`src/rtl/r5_out_serializer_if.sv`:
```
// Handshake bundle for the radix-5 output serializer: one parallel frame in,
// one complex sample per beat out.
interface r5_out_serializer_if #(
  parameter int DW    = 32,
  parameter int NPT   = 5,
  parameter int IDX_W = 3
);
  logic              in_valid;
  logic              in_ready;
  logic [NPT*DW-1:0] in_re;
  logic [NPT*DW-1:0] in_img;
  logic              out_valid;
  logic              out_ready;
  logic [DW-1:0]     out_re;
  logic [DW-1:0]     out_img;
  logic [IDX_W-1:0]  out_idx;
  logic              out_last;

  modport slave (
    input  in_valid, in_re, in_img, out_ready,
    output in_ready, out_valid, out_re, out_img, out_idx, out_last
  );

  modport master (
    output in_valid, in_re, in_img, out_ready,
    input  in_ready, out_valid, out_re, out_img, out_idx, out_last
  );
endinterface

```
`src/rtl/r5_out_serializer.sv`:
```
// Captures one NPT-sample complex frame in a single handshake and replays it
// one sample per beat; the next frame may load on the last beat with no bubble.
module r5_out_serializer #(
  parameter int DW    = 32,
  parameter int NPT   = 5,
  parameter int IDX_W = 3,
  parameter int FCW   = 16
) (
  input  logic                  clk,
  input  logic                  rst_n,
  r5_out_serializer_if.slave    bus,
  output logic [FCW-1:0]        frame_cnt
);

  typedef enum logic {
    IDLE,
    SEND
  } state_t;

  state_t            r_state;
  state_t            w_next_state;
  logic [IDX_W-1:0]  r_idx;
  logic [NPT*DW-1:0] r_bank_re;
  logic [NPT*DW-1:0] r_bank_img;
  logic [FCW-1:0]    r_frame_cnt;

  logic w_last;
  logic w_frame_done;
  logic w_in_ready;
  logic w_accept;

  assign w_last       = (r_state == SEND) && (r_idx == IDX_W'(NPT - 1));
  assign w_frame_done = w_last && bus.out_ready;
  // The bank may only reload in IDLE or on the beat that drains the last sample.
  assign w_in_ready   = rst_n && ((r_state == IDLE) || w_frame_done);
  assign w_accept     = w_in_ready && bus.in_valid;
  assign frame_cnt    = r_frame_cnt;

  // NOTE: non-blocking assignments in clocked blocks keep every register
  // sampling pre-edge values, independent of statement or process order.
  always_ff @(posedge clk or negedge rst_n) begin
    if (!rst_n) begin
      r_state <= IDLE;
    end else begin
      r_state <= w_next_state;
    end
  end

  // NOTE: the default assignment at the top of each always_comb guarantees
  // every path drives the signal, so no latch is inferred.
  always_comb begin
    w_next_state = r_state;
    case (r_state)
      IDLE: if (w_accept) w_next_state = SEND;
      SEND: if (w_frame_done) w_next_state = w_accept ? SEND : IDLE;
      default: w_next_state = IDLE;
    endcase
  end

  always_comb begin
    bus.in_ready  = w_in_ready;
    bus.out_valid = 1'b0;
    bus.out_re    = '0;
    bus.out_img   = '0;
    bus.out_idx   = '0;
    bus.out_last  = 1'b0;
    if (r_state == SEND) begin
      bus.out_valid = 1'b1;
      bus.out_re    = r_bank_re[int'(r_idx)*DW +: DW];
      bus.out_img   = r_bank_img[int'(r_idx)*DW +: DW];
      bus.out_idx   = r_idx;
      bus.out_last  = w_last;
    end
  end

  // NOTE: the sample bank is flop-based and small, so it is cleared on reset
  // to give deterministic contents; larger RAM-style storage would not be.
  always_ff @(posedge clk or negedge rst_n) begin
    if (!rst_n) begin
      r_idx       <= '0;
      r_bank_re   <= '0;
      r_bank_img  <= '0;
      r_frame_cnt <= '0;
    end else begin
      if (w_accept) begin
        r_bank_re  <= bus.in_re;
        r_bank_img <= bus.in_img;
        r_idx      <= '0;
      end else if ((r_state == SEND) && bus.out_ready && !w_last) begin
        r_idx <= r_idx + IDX_W'(1);
      end
      if (w_frame_done) begin
        r_frame_cnt <= r_frame_cnt + FCW'(1);
      end
    end
  end

endmodule

```
`src/flat_wrapper.sv`:
```
// flat-port wrapper written by rule: the top's interface ports become plain ports
module r5_out_serializer_flat 
#(
  parameter int DW    = 32,
  parameter int NPT   = 5,
  parameter int IDX_W = 3,
  parameter int FCW   = 16
)
  (clk, rst_n, frame_cnt, bus_in_valid, bus_in_re, bus_in_img, bus_out_ready, bus_in_ready, bus_out_valid, bus_out_re, bus_out_img, bus_out_idx, bus_out_last);
  r5_out_serializer_if #(.DW(DW), .NPT(NPT), .IDX_W(IDX_W)) bus_i ();
  input  logic clk;
  input  logic rst_n;
  output logic [FCW-1:0] frame_cnt;
  input wire logic [$bits(bus_i.in_valid)-1:0] bus_in_valid;
  input wire logic [$bits(bus_i.in_re)-1:0] bus_in_re;
  input wire logic [$bits(bus_i.in_img)-1:0] bus_in_img;
  input wire logic [$bits(bus_i.out_ready)-1:0] bus_out_ready;
  output wire logic [$bits(bus_i.in_ready)-1:0] bus_in_ready;
  output wire logic [$bits(bus_i.out_valid)-1:0] bus_out_valid;
  output wire logic [$bits(bus_i.out_re)-1:0] bus_out_re;
  output wire logic [$bits(bus_i.out_img)-1:0] bus_out_img;
  output wire logic [$bits(bus_i.out_idx)-1:0] bus_out_idx;
  output wire logic [$bits(bus_i.out_last)-1:0] bus_out_last;
  assign bus_i.in_valid = bus_in_valid;
  assign bus_i.in_re = bus_in_re;
  assign bus_i.in_img = bus_in_img;
  assign bus_i.out_ready = bus_out_ready;
  assign bus_in_ready = bus_i.in_ready;
  assign bus_out_valid = bus_i.out_valid;
  assign bus_out_re = bus_i.out_re;
  assign bus_out_img = bus_i.out_img;
  assign bus_out_idx = bus_i.out_idx;
  assign bus_out_last = bus_i.out_last;
  r5_out_serializer #(.DW(DW), .NPT(NPT), .IDX_W(IDX_W), .FCW(FCW)) u_core (.clk(clk), .rst_n(rst_n), .bus(bus_i), .frame_cnt(frame_cnt));
endmodule
```
`config.mk`:
```
export PLATFORM = sky130hd
export DESIGN_NAME = r5_out_serializer_flat
export DESIGN_NICKNAME = d
export VERILOG_FILES = /design/src/rtl/r5_out_serializer_if.sv /design/src/rtl/r5_out_serializer.sv /design/src/flat_wrapper.sv
export SDC_FILE = /design/constraint.sdc
export NUM_CORES = 1
export LEC_CHECK = 0
export CORE_UTILIZATION = 53
export DETAILED_ROUTE_END_ITERATION = 10
export GPL_TIMING_DRIVEN = 0
export PLACE_DENSITY_LB_ADDON = 0.12
export SYNTH_ARGS = -nofsm -noshare
export SYNTH_HDL_FRONTEND = slang
export SYNTH_SLANG_ARGS = --single-unit
```
`constraint.sdc`:
```
create_clock -name clk -period 4.5 [get_ports clk]
set_clock_uncertainty 0.1 [all_clocks]
set_input_delay 0.45 -clock clk [delete_from_list [all_inputs] [get_ports clk]]
set_output_delay 0.45 -clock clk [all_outputs]
set_load 0.05 [all_outputs]
```
-- Word-level counts from Yosys, hierarchy flattened
Cells that the tools add are included.
- reduce and logical (&&, ||, !) cells: 9
- muxes and demuxes: 10
- bitwise gates (word level): 1
- $add $sub $neg: 2
- shifts and indexed selects: 2
- eq/ne operators: 1
- operators with widths (kind ; number):
    variable part select 160 x 9 -> 32 bit ; 2
    two-way mux 32 bit ; 2
    adder 16 x 1 -> 16 bit, second input constant ; 1
    two-way mux 3 bit ; 3
    logical AND 1 bit ; 6
    two-way mux 1 bit ; 4
    adder 3 x 1 -> 3 bit, second input constant ; 1
    == test 3 bit, second input constant ; 1
    one-hot mux 1 bit (2 select lines) ; 1
    nonzero test 2 bit ; 1
    zero test 1 bit ; 1
    logical OR 1 bit ; 1
    NOT 1 bit ; 1
- input port bits: 324
- flip-flop bits (word level): 340
- logic and storage cells: 30
- output and inout bits: 86

-- Logic depth before layout (Yosys ltp)
Gate-level depths: netlist of run 1.
- depth after elaboration: 9
- gate-level depth with buffers: 10
- depth with buffers taken out: 6

-- Least setup slack after synthesis of run 1
No wires, ideal clock.
- path type: register to register
- start: register u_core.r_idx[1]
- end: register u_core.r_bank_img[133]
- library setup time: 0.128 ns
- arrival: 2.232 ns
- path buffers: 5
- clock period less this slack: 2.460 ns
- data required time: 4.272 ns
- setup slack: 2.040 ns
- cell stages (with the launch flop): 11
- cell sequence: dfrtp_1 clkbuf_1 buf_2 buf_2 inv_1 ha_1 nand4_4 a21oi_4 buf_6 buf_4 mux2_1
- word-level cells in the longest chain between the ends: 6
- ends and longest elaborated chain (what ; RTL line ; text):
    start, declared ; r5_out_serializer.sv:22 ; logic [IDX_W-1:0] r_idx;
    start signal, assigned ; r5_out_serializer.sv:90 ; r_idx <= r_idx + IDX_W'(1);
    == test 3 bit ; r5_out_serializer.sv:32 ; assign w_last = (r_state == SEND) && (r_idx == IDX_W'(NPT - 1));
    logical AND 1 bit ; r5_out_serializer.sv:32 ;
    logical AND 1 bit ; r5_out_serializer.sv:33 ; assign w_frame_done = w_last && bus.out_ready;
    logical OR 1 bit ; r5_out_serializer.sv:35 ; assign w_in_ready = rst_n && ((r_state == IDLE) || w_frame_done);
    logical AND 1 bit ; r5_out_serializer.sv:35 ;
    logical AND 1 bit ; r5_out_serializer.sv:36 ; assign w_accept = w_in_ready && bus.in_valid;
    end signal, assigned ; r5_out_serializer.sv:87 ; r_bank_img <= bus.in_img;
    end, declared ; r5_out_serializer.sv:24 ; logic [NPT*DW-1:0] r_bank_img;
Every way passes these cells.
A chain may end at the register's enable or synchronous reset.

-- Worst setup path in the final report of run 1
- start: register u_core.r_idx[0]
- end: output bus_out_img[29]
- word-level cells in the longest chain between the ends: 2
- ends and longest elaborated chain (what ; RTL line ; text):
    variable part select 160 x 9 -> 32 bit ; r5_out_serializer.sv:70 ; bus.out_img = r_bank_img[int'(r_idx)*DW +: DW];
    two-way mux 32 bit ; r5_out_serializer.sv:67 ; if (r_state == SEND) begin
    end, declared ; flat_wrapper.sv:21 ; output wire logic [$bits(bus_i.out_img)-1:0] bus_out_img;
Every way passes these cells.

==> results.md, run 1 <==
- The fraction of final layout cells sized beyond drive strength 1 is 0.1716.
- The count of flip-flops with a built-in enable after synthesis is 0.
- After synthesis the netlist holds a flip-flop and latch count of 340.
- 410 I/O pins were placed.
- The x dimension of the die is 175.6 µm.
- The via count normalized by instance count is 5.489.
- Setup slack on the critical path of the routed design comes to 320.7 ps.
- For this configuration, the core starts out at a cell density of 0.5389.
- Of the total power, the share spent switching nets is 0.3981.
- The total cell area at the placement stage is 20610 µm².
- After detailed routing, the number of remaining DRC violations is 0.
- The number of antenna violations at the first check in global routing is 12.
- After clock tree synthesis, the repair step resized 0 gates.
- STA classifies the critical path startpoint as a register.
- The total standard cell area after synthesis is 15970 µm².
- Along the worst path, the maximum fanout reaches 10.
- The post-synthesis compound-gate area fraction came to 0.03611.
- The total die area is 30840 µm².
- The longest clock path from root to sink contains 3 buffers.
- The actual slew at the worst max-slew pin is 897.9 ps.
- At the end of routability-driven placement, the weighted congestion stood at 0.8700.
- In this run the tightest slew margin relative to its limit is 0.4014.
- The arrival time at the worst endpoint is 3630 ps.
- Clock-pin slew was measured on the worst setup and hold paths at 60 ps.
- Of the total synthesized cell area, the portion taken by XOR and XNOR cells is 0.009322.
- Setup violations remaining at the end of the flow were counted as 0.
- The required time at the worst-slack endpoint is 3950 ps.
- The worst voltage drop across the vdd grid is 0.0006520 V.
- The flow ran to the end, and the final reports show no timing, DRC or antenna violations.
- The average detailed-routed wire length per instance is 22.06 µm.
- In this run the post-CTS setup repair buffer count came out at 0.
- The cell internal power dissipation is 10.06 mW.
- The placeable core region is 29640 µm².
- The via count of the first global-routing pass is 12435.
- The area share of the leading cell type in the synthesized netlist is 0.5327.
- STA classifies the critical path endpoint as an output pin.
- The total via count after detailed routing is 11440.
- The share of synthesized cell area in and, or, nand and nor gates is 0.07136.
- The floorplan row count is 63.
- The post-placement worst setup slack is 901.9 ps.
- The total overflow left after global routing is 0.
- The TritonCTS buffer count is 38.
- In this run the worst hold path is classified as reg2reg.
- The async set-or-reset flop fraction in the synthesized netlist is 1.000.
- By area the synthesized netlist is led by sky130_fd_sc_hd__dfrtp_1 (53%), sky130_fd_sc_hd__mux2_1 (15%), sky130_fd_sc_hd__mux2_2 (12%).
- The height of the die is 175.6 µm.
- The synthesized netlist contains 27 unique library cells.
- For this block, the routed nets add up to 45980 µm of wire.
- Clock tree synthesis selected as its root buffer the cell sky130_fd_sc_hd__clkbuf_16.
- The post-synthesis mux area share is 0.3115.
- The startpoint-to-endpoint class of the critical path is reg2out.
- The total number of H-tree levels is 2.
- The clock drives 340 sinks.
- Timing would allow up to 239.3 MHz.
- In the synthesized netlist the dominant register cell turns out to be sky130_fd_sc_hd__dfrtp_1.
- The count of nets left with antenna violations after detail routing is 0.
- The pin count of the biggest net entering global routing is 119.
- A synthesized cell averages 13.27 µm².
- The share of total power dissipated in the clock network is 0.190.
- The fraction of the mapped netlist area in adder cells is 0.002350.
- During synthesis, Yosys emitted a total of 0 warnings.
- The tool flagged a number of max-cap violations equal to 0.
- The number of hold buffers added after CTS was 1.
- The share of total power dissipated in combinational logic is 0.495.
- Power spread over the standard cell area amounts to 762.2 nW/µm².
- Port buffering added 409 buffers.
- The post-route standard cell area excluding fillers is 21940 µm².
- The hold violation total from the final report came to 0.
- Subtracting the final worst setup slack from the clock period gives 4179 ps.
- Of the available clock period, the critical path in the final layout requires 0.9287.
- The share of synthesized area occupied by flip-flops and latches is 0.5327.
- The count of pins over their slew limit came to 0.
- Setup repair after global routing left no endpoint under its margin.
- Across every metal layer, demand over resource in global routing totals 0.3016.
- In this run, the number of DRC markers left after iteration 0 of detailed routing was 658.
- After synthesis, the largest family of logic cells by area is multiplexers.
- The number of instances in the synthesized netlist is 1204.
- The cell leakage power is 9.310 nW.
- Relative to the synthesized area, the layout overhead comes to 37.33%.
- The later pin in the worst-skew pair is clocked with a latency of 520 ps.
- The dominant cell type by area after synthesis is sky130_fd_sc_hd__dfrtp_1.
- Synthesis produced a netlist with a net count of 1531.
- The sequential share of power is 0.315.
- The switching power is 6.656 mW.
- The placed wire-length estimate is 33120 µm.
- The wire length of the first global-routing pass is 70760 µm.
- TritonCTS built the clock tree.
- The final layout contains 1983 nets.
- The detailed-router iteration count before antenna repair is 5.
-- metal layers --
| metal | vias up | GRT usage | part of all wire |
|---|---|---|---|
| li1 | 5209 | - | - |
| met1 | 5770 | 0.3674 | 0.40 |
| met2 | 367 | 0.5105 | 0.50 |
| met3 | 88 | 0.07424 | 0.069 |
| met4 | 6 | 0.1264 | 0.032 |
| met5 | - | 0 | 0.00083 |
-- per-stage QoR --
step,instances,TNS (ps),hold WS [ps],util,power (mW)
finish,2084,0,370.1,0.7401,16.72
global route,2084,0,385.1,0.7401,17.54
CTS,2074,0,374.2,0.7393,16.79
detailed placement,2005,0,365.6,0.6955,13.55
global placement,2003,-7819280,362.5,0.6935,13.34
floorplan,1204,0,54.41,-,10.80
-- synth_stat cells (8+ instances only) --
cell type and n:
sky130_fd_sc_hd__and2_1 68, sky130_fd_sc_hd__buf_1 13, sky130_fd_sc_hd__buf_2 19, sky130_fd_sc_hd__buf_6 29, sky130_fd_sc_hd__clkbuf_1 26, sky130_fd_sc_hd__dfrtp_1 340, sky130_fd_sc_hd__mux2_1 207, sky130_fd_sc_hd__mux2_2 177
sky130_fd_sc_hd__mux2i_1 65, sky130_fd_sc_hd__nand2_1 140, sky130_fd_sc_hd__nand3_1 8, sky130_fd_sc_hd__o221ai_1 64, sky130_fd_sc_hd__xnor2_1 13
-- placed cells by master, fill, tap and decap left out, types with 4 or more instances in the layout --
cell type / netlist / routed
sky130_fd_sc_hd__and2_1: 68 / 68
sky130_fd_sc_hd__and3_1: 5 / 5
sky130_fd_sc_hd__buf_1: 13 / 13
sky130_fd_sc_hd__buf_2: 19 / 19
sky130_fd_sc_hd__buf_6: 29 / 29
sky130_fd_sc_hd__clkbuf_1: 26 / 37
sky130_fd_sc_hd__clkbuf_16: 0 / 41
sky130_fd_sc_hd__clkbuf_8: 0 / 7
sky130_fd_sc_hd__clkdlybuf4s50_1: 0 / 408
sky130_fd_sc_hd__clkinv_2: 0 / 5
sky130_fd_sc_hd__dfrtp_1: 340 / 340
sky130_fd_sc_hd__diode_2: 0 / 10
sky130_fd_sc_hd__mux2_1: 207 / 207
sky130_fd_sc_hd__mux2_2: 177 / 177
sky130_fd_sc_hd__mux2i_1: 65 / 65
sky130_fd_sc_hd__nand2_1: 140 / 140
sky130_fd_sc_hd__nand3_1: 8 / 8
sky130_fd_sc_hd__nand4_1: 5 / 5
sky130_fd_sc_hd__o221ai_1: 64 / 64
sky130_fd_sc_hd__xnor2_1: 13 / 13
sky130_fd_sc_hd__xor2_1: 4 / 4
-- critical path, cell delays in order, from the launching register on --
cell	delay [ps]
sky130_fd_sc_hd__dfrtp_1	350
sky130_fd_sc_hd__clkbuf_1	250
sky130_fd_sc_hd__or2_2	170
sky130_fd_sc_hd__clkbuf_1	580
sky130_fd_sc_hd__clkbuf_1	540
sky130_fd_sc_hd__o221ai_1	290
sky130_fd_sc_hd__and2_1	220
sky130_fd_sc_hd__clkdlybuf4s50_1	690
-- registers in the layout (all words and copies together) (netlist names) --
name               flops
u_core.r_bank_img    160
u_core.r_bank_re     160
u_core.frame_cnt      16
u_core.r_idx           3
u_core.r_state         1
-- final timing paths --
check | from | endpoint | slack, ps | cells after the start
hold reg to reg | u_core.frame_cnt[15] | u_core.frame_cnt[15] | 370 | 1
min in group asynchronous | rst_n | u_core.r_bank_re[106] | 530 | 2
hold / removal | u_core.frame_cnt[15] | u_core.frame_cnt[15] | 370 | 1
setup / recovery | u_core.r_idx[0] | bus_out_img[29] | 320 | 7
setup reg to reg | u_core.r_idx[1] | u_core.r_bank_img[134] | 1310 | 10
max in group asynchronous | rst_n | u_core.r_bank_re[68] | 2670 | 3
-- logic make-up (layout without fill, tap and decap cells) --
logic type	Yosys count	after routing
DFF	340	340
adders and majority gates	3	3
other	0	10
xor gates and xnor gates	17	17
AOI/OAI and AO/OA	65	65
and+or+nand+nor	239	239
muxes	449	449
buffers and inverters	91	571
-- power groups by stage --
| stage | registers (mW) | logic, mW | clock network (mW) |
|---|---|---|---|
| 2_1_floorplan | 5.08 | 5.72 | 0 |
| 3_3_place_gp | 5.22 | 8.12 | 0 |
| 3_5_place_dp | 5.29 | 8.26 | 0 |
| 4_1_cts | 5.25 | 8.33 | 3.21 |
| 5_1_grt | 5.43 | 8.78 | 3.33 |
| 6_report | 5.27 | 8.28 | 3.18 |
-- final cells by class --
class / instances / area, µm²
flip-flops and latches: 340 / 8508
inverters: 3 / 11.26
fillers: 2083 / 7702
diodes: 10 / 25.02
clock buffers: 59 / 1164
repair buffers: 412 / 4164
well taps: 390 / 488.0
multi-input cells: 773 / 6878
plain buffers: 88 / 575.6
clock inverters: 9 / 122.6
(Power assumes the default switching activity.)
==> run 2: changes to the inputs <==
--- a/config.mk
+++ b/config.mk
@@ -9,6 +9,7 @@
 export DETAILED_ROUTE_END_ITERATION = 10
 export GPL_TIMING_DRIVEN = 0
 export PLACE_DENSITY_LB_ADDON = 0.12
+export RECOVER_POWER = 50
 export SYNTH_ARGS = -nofsm -noshare
 export SYNTH_HDL_FRONTEND = slang
 export SYNTH_SLANG_ARGS = --single-unit
==> results.md, run 2 (synthesis gave the netlist of run 1 again) <==
- The count of nets left with antenna violations after detail routing is 0 (unchanged).
- In the layout the commonest cells are sky130_fd_sc_hd__clkdlybuf4s50_1 (389), sky130_fd_sc_hd__dfrtp_1 (340), sky130_fd_sc_hd__mux2_1 (207), sky130_fd_sc_hd__mux2_2 (177), sky130_fd_sc_hd__nand2_1 (140).
- The worst voltage drop across the vdd grid was 0.0006522 V (about the same).
- The wire length of the first global-routing pass was 70760 µm (unchanged).
- The required time at the worst-slack endpoint came to 3950 ps (about the same).
- The most common cell after layout, fill and taps aside is sky130_fd_sc_hd__clkdlybuf4s50_1.
- The reg2reg setup slack is 640 ps (-670 ps).
- Setup repair after global routing left no endpoint under its margin.
- The worst register-to-register path begins at u_core.r_idx[1].
- The TritonCTS buffer count came to 38 (unchanged).
- The sink count of the clock tree is 340 (unchanged).
- The CTS tree is done.
- The last weighted congestion value of the routability-driven placer is 0.8700 (unchanged).
- STA classifies the critical path startpoint as a register.
- The starting utilization of the core area was 0.5389 (unchanged).
- The total cell area at the placement stage is 20610 µm² (unchanged).
- The via count of the first global-routing pass is 12435 (unchanged).
- The number of antenna violations at the first check in global routing is 12 (unchanged).
- The floorplan row count is 63 (unchanged).
- The x dimension of the die is 175.6 µm (unchanged).
- The arrival time at the worst endpoint is 3630 ps (about the same).
- The largest fanout on the critical path is 10 (unchanged).
- The detailed-router iteration count before antenna repair is 7 (+2).
- The startpoint-to-endpoint class of the critical path is reg2out.
- The cell leakage power is 9.347 nW (+0.40%).
- The number of port buffers is 409 (unchanged).
- The total die area is 30840 µm² (unchanged).
- The clock latency at the later pin of the worst-skew pair is 520 ps (about the same).
- The total number of H-tree levels is 2 (unchanged).
- The maximum achievable frequency is 239.2 MHz (about the same).
- The count of pins over their slew limit is 117 (+117).
- The overall power is 16.72 mW (about the same).
- The number of ports placed on the die boundary came to 410 (unchanged).
- The average detailed-routed wire length per instance is 22.11 µm (+0.22%).
- The post-route standard cell area excluding fillers was 21900 µm² (-0.18%).
- The clock slew seen by the registers of the worst setup and hold paths is 60 ps (about the same).
- The number of buffers on the longest clock path is 3 (unchanged).
- The via count normalized by instance count was 5.524 (+0.64%).
- The actual slew at the worst max-slew pin is 1620 ps (+721.7 ps).
- The utilization after layout is 0.7388 (-0.001309).
- The pin count of the biggest net entering global routing came to 119 (unchanged).
- The worst max-slew margin expressed relative to the limit is -0.07974 (-0.4811).
- The critical path startpoint is u_core.r_idx[0].
- The final wirelength is 46080 µm (+0.22%).
- The endpoint class of the critical path is an output pin.
- The aggregate global-route resource usage was 0.3016 (unchanged).
- The clock root buffer master is sky130_fd_sc_hd__clkbuf_16.
- The total via count after detailed routing was 11513 (+0.64%).
- The hold violation total from the final report is 0 (unchanged).
- From synthesis to final layout, the design area changed by 37.09%.
- The DRC violations left is 0 (unchanged).
- The clock period minus final worst setup slack is 4181 ps (+2.089 ps).
- The number of maximum-capacitance violations is 1 (+1).
- The worst hold path begins at u_core.frame_cnt[15].
- The post-cts sizing count is 0 (unchanged).
- The final reports fail on capacitance limit, slew limit.
- The placed wire-length estimate was 33120 µm (unchanged).
- The iteration-0 DRC count of the detailed router is 670 (+1.8%).
- The fraction of final layout cells sized beyond drive strength 1 is 0.1704 (-0.001188).
- The height of the die is 175.6 µm (unchanged).
- The total overflow reported by the global router is 0 (unchanged).
- The cell area power density is 763.4 nW/µm² (+0.15%).
- The number of endpoints failing setup at the final stage is 0 (unchanged).
- The net count reported at finish is 1983 (unchanged).
- The worst hold path belongs to the class reg2reg.
- The placeable core region is 29640 µm² (unchanged).
- The final clock period utilization by the worst path is 0.9292 (about the same).
- The flow ran to the end, but the final reports show violations.
run 2: cell type report:
| type | count | area [µm²] |
|---|---|---|
| buffer | 88 | 568.0 |
| timing repair buffer | 412 | 4144 |
| clock buffer | 59 | 1164 |
| inverter | 3 | 11.26 |
| clock inverter | 9 | 122.6 |
| tap | 390 | 488.0 |
| fill | 2088 | 7741 |
| sequential | 340 | 8508 |
| multi-input combinational | 773 | 6867 |
| antenna | 10 | 25.02 |
run 2: power by group:
part	switching, mW	internal (mW)	total (mW)
sequential	0.745	4.52	5.27
clock	1.23	1.95	3.18
combinational	4.69	3.58	8.26
run 2: final timing paths:
path / end / cells past startpoint
hold / removal: u_core.frame_cnt[15] / 1
setup / recovery: bus_out_img[29] / 7
max in group asynchronous: u_core.r_bank_re[68] / 3
min in group asynchronous: u_core.r_bank_re[106] / 2
setup reg to reg: u_core.r_bank_img[134] / 10
hold reg to reg: u_core.frame_cnt[15] / 1
run 2: timing repair:
| item | 4_1_cts | 5_1_grt |
|---|---|---|
| hold endpoints to repair | 110 | 0 |
| hold buffers | 1 | 0 |
| buffers inserted | 0 | 0 |
run 2: routing by layer:
metal | global-route usage | share of wire
met3 | 0.07424 | 0.068
met4 | 0.1264 | 0.032
met5 | 0 | 0.00082
met2 | 0.5105 | 0.50
met1 | 0.3674 | 0.40
run 2: critical path: stages, from the launching register on:
cell                              delay [ps]
sky130_fd_sc_hd__dfrtp_1                 350
sky130_fd_sc_hd__clkbuf_1                250
sky130_fd_sc_hd__or2_2                   170
sky130_fd_sc_hd__clkbuf_1                580
sky130_fd_sc_hd__clkbuf_1                540
sky130_fd_sc_hd__o221ai_1                300
sky130_fd_sc_hd__and2_1                  220
sky130_fd_sc_hd__clkdlybuf4s50_1         690
run 2: through the flow:
step           hold slack, ps  setup WS, ps  std cells  setup TNS (ps)
2_1_floorplan           54.41          2040       1204               0
6_report                364.2         318.6       2084               0
3_3_place_gp            362.5        -12190       2003        -7819280
5_1_grt                 379.9         104.5       2084               0
3_5_place_dp            365.6         901.9       2005               0
4_1_cts                 374.2         313.7       2074               0
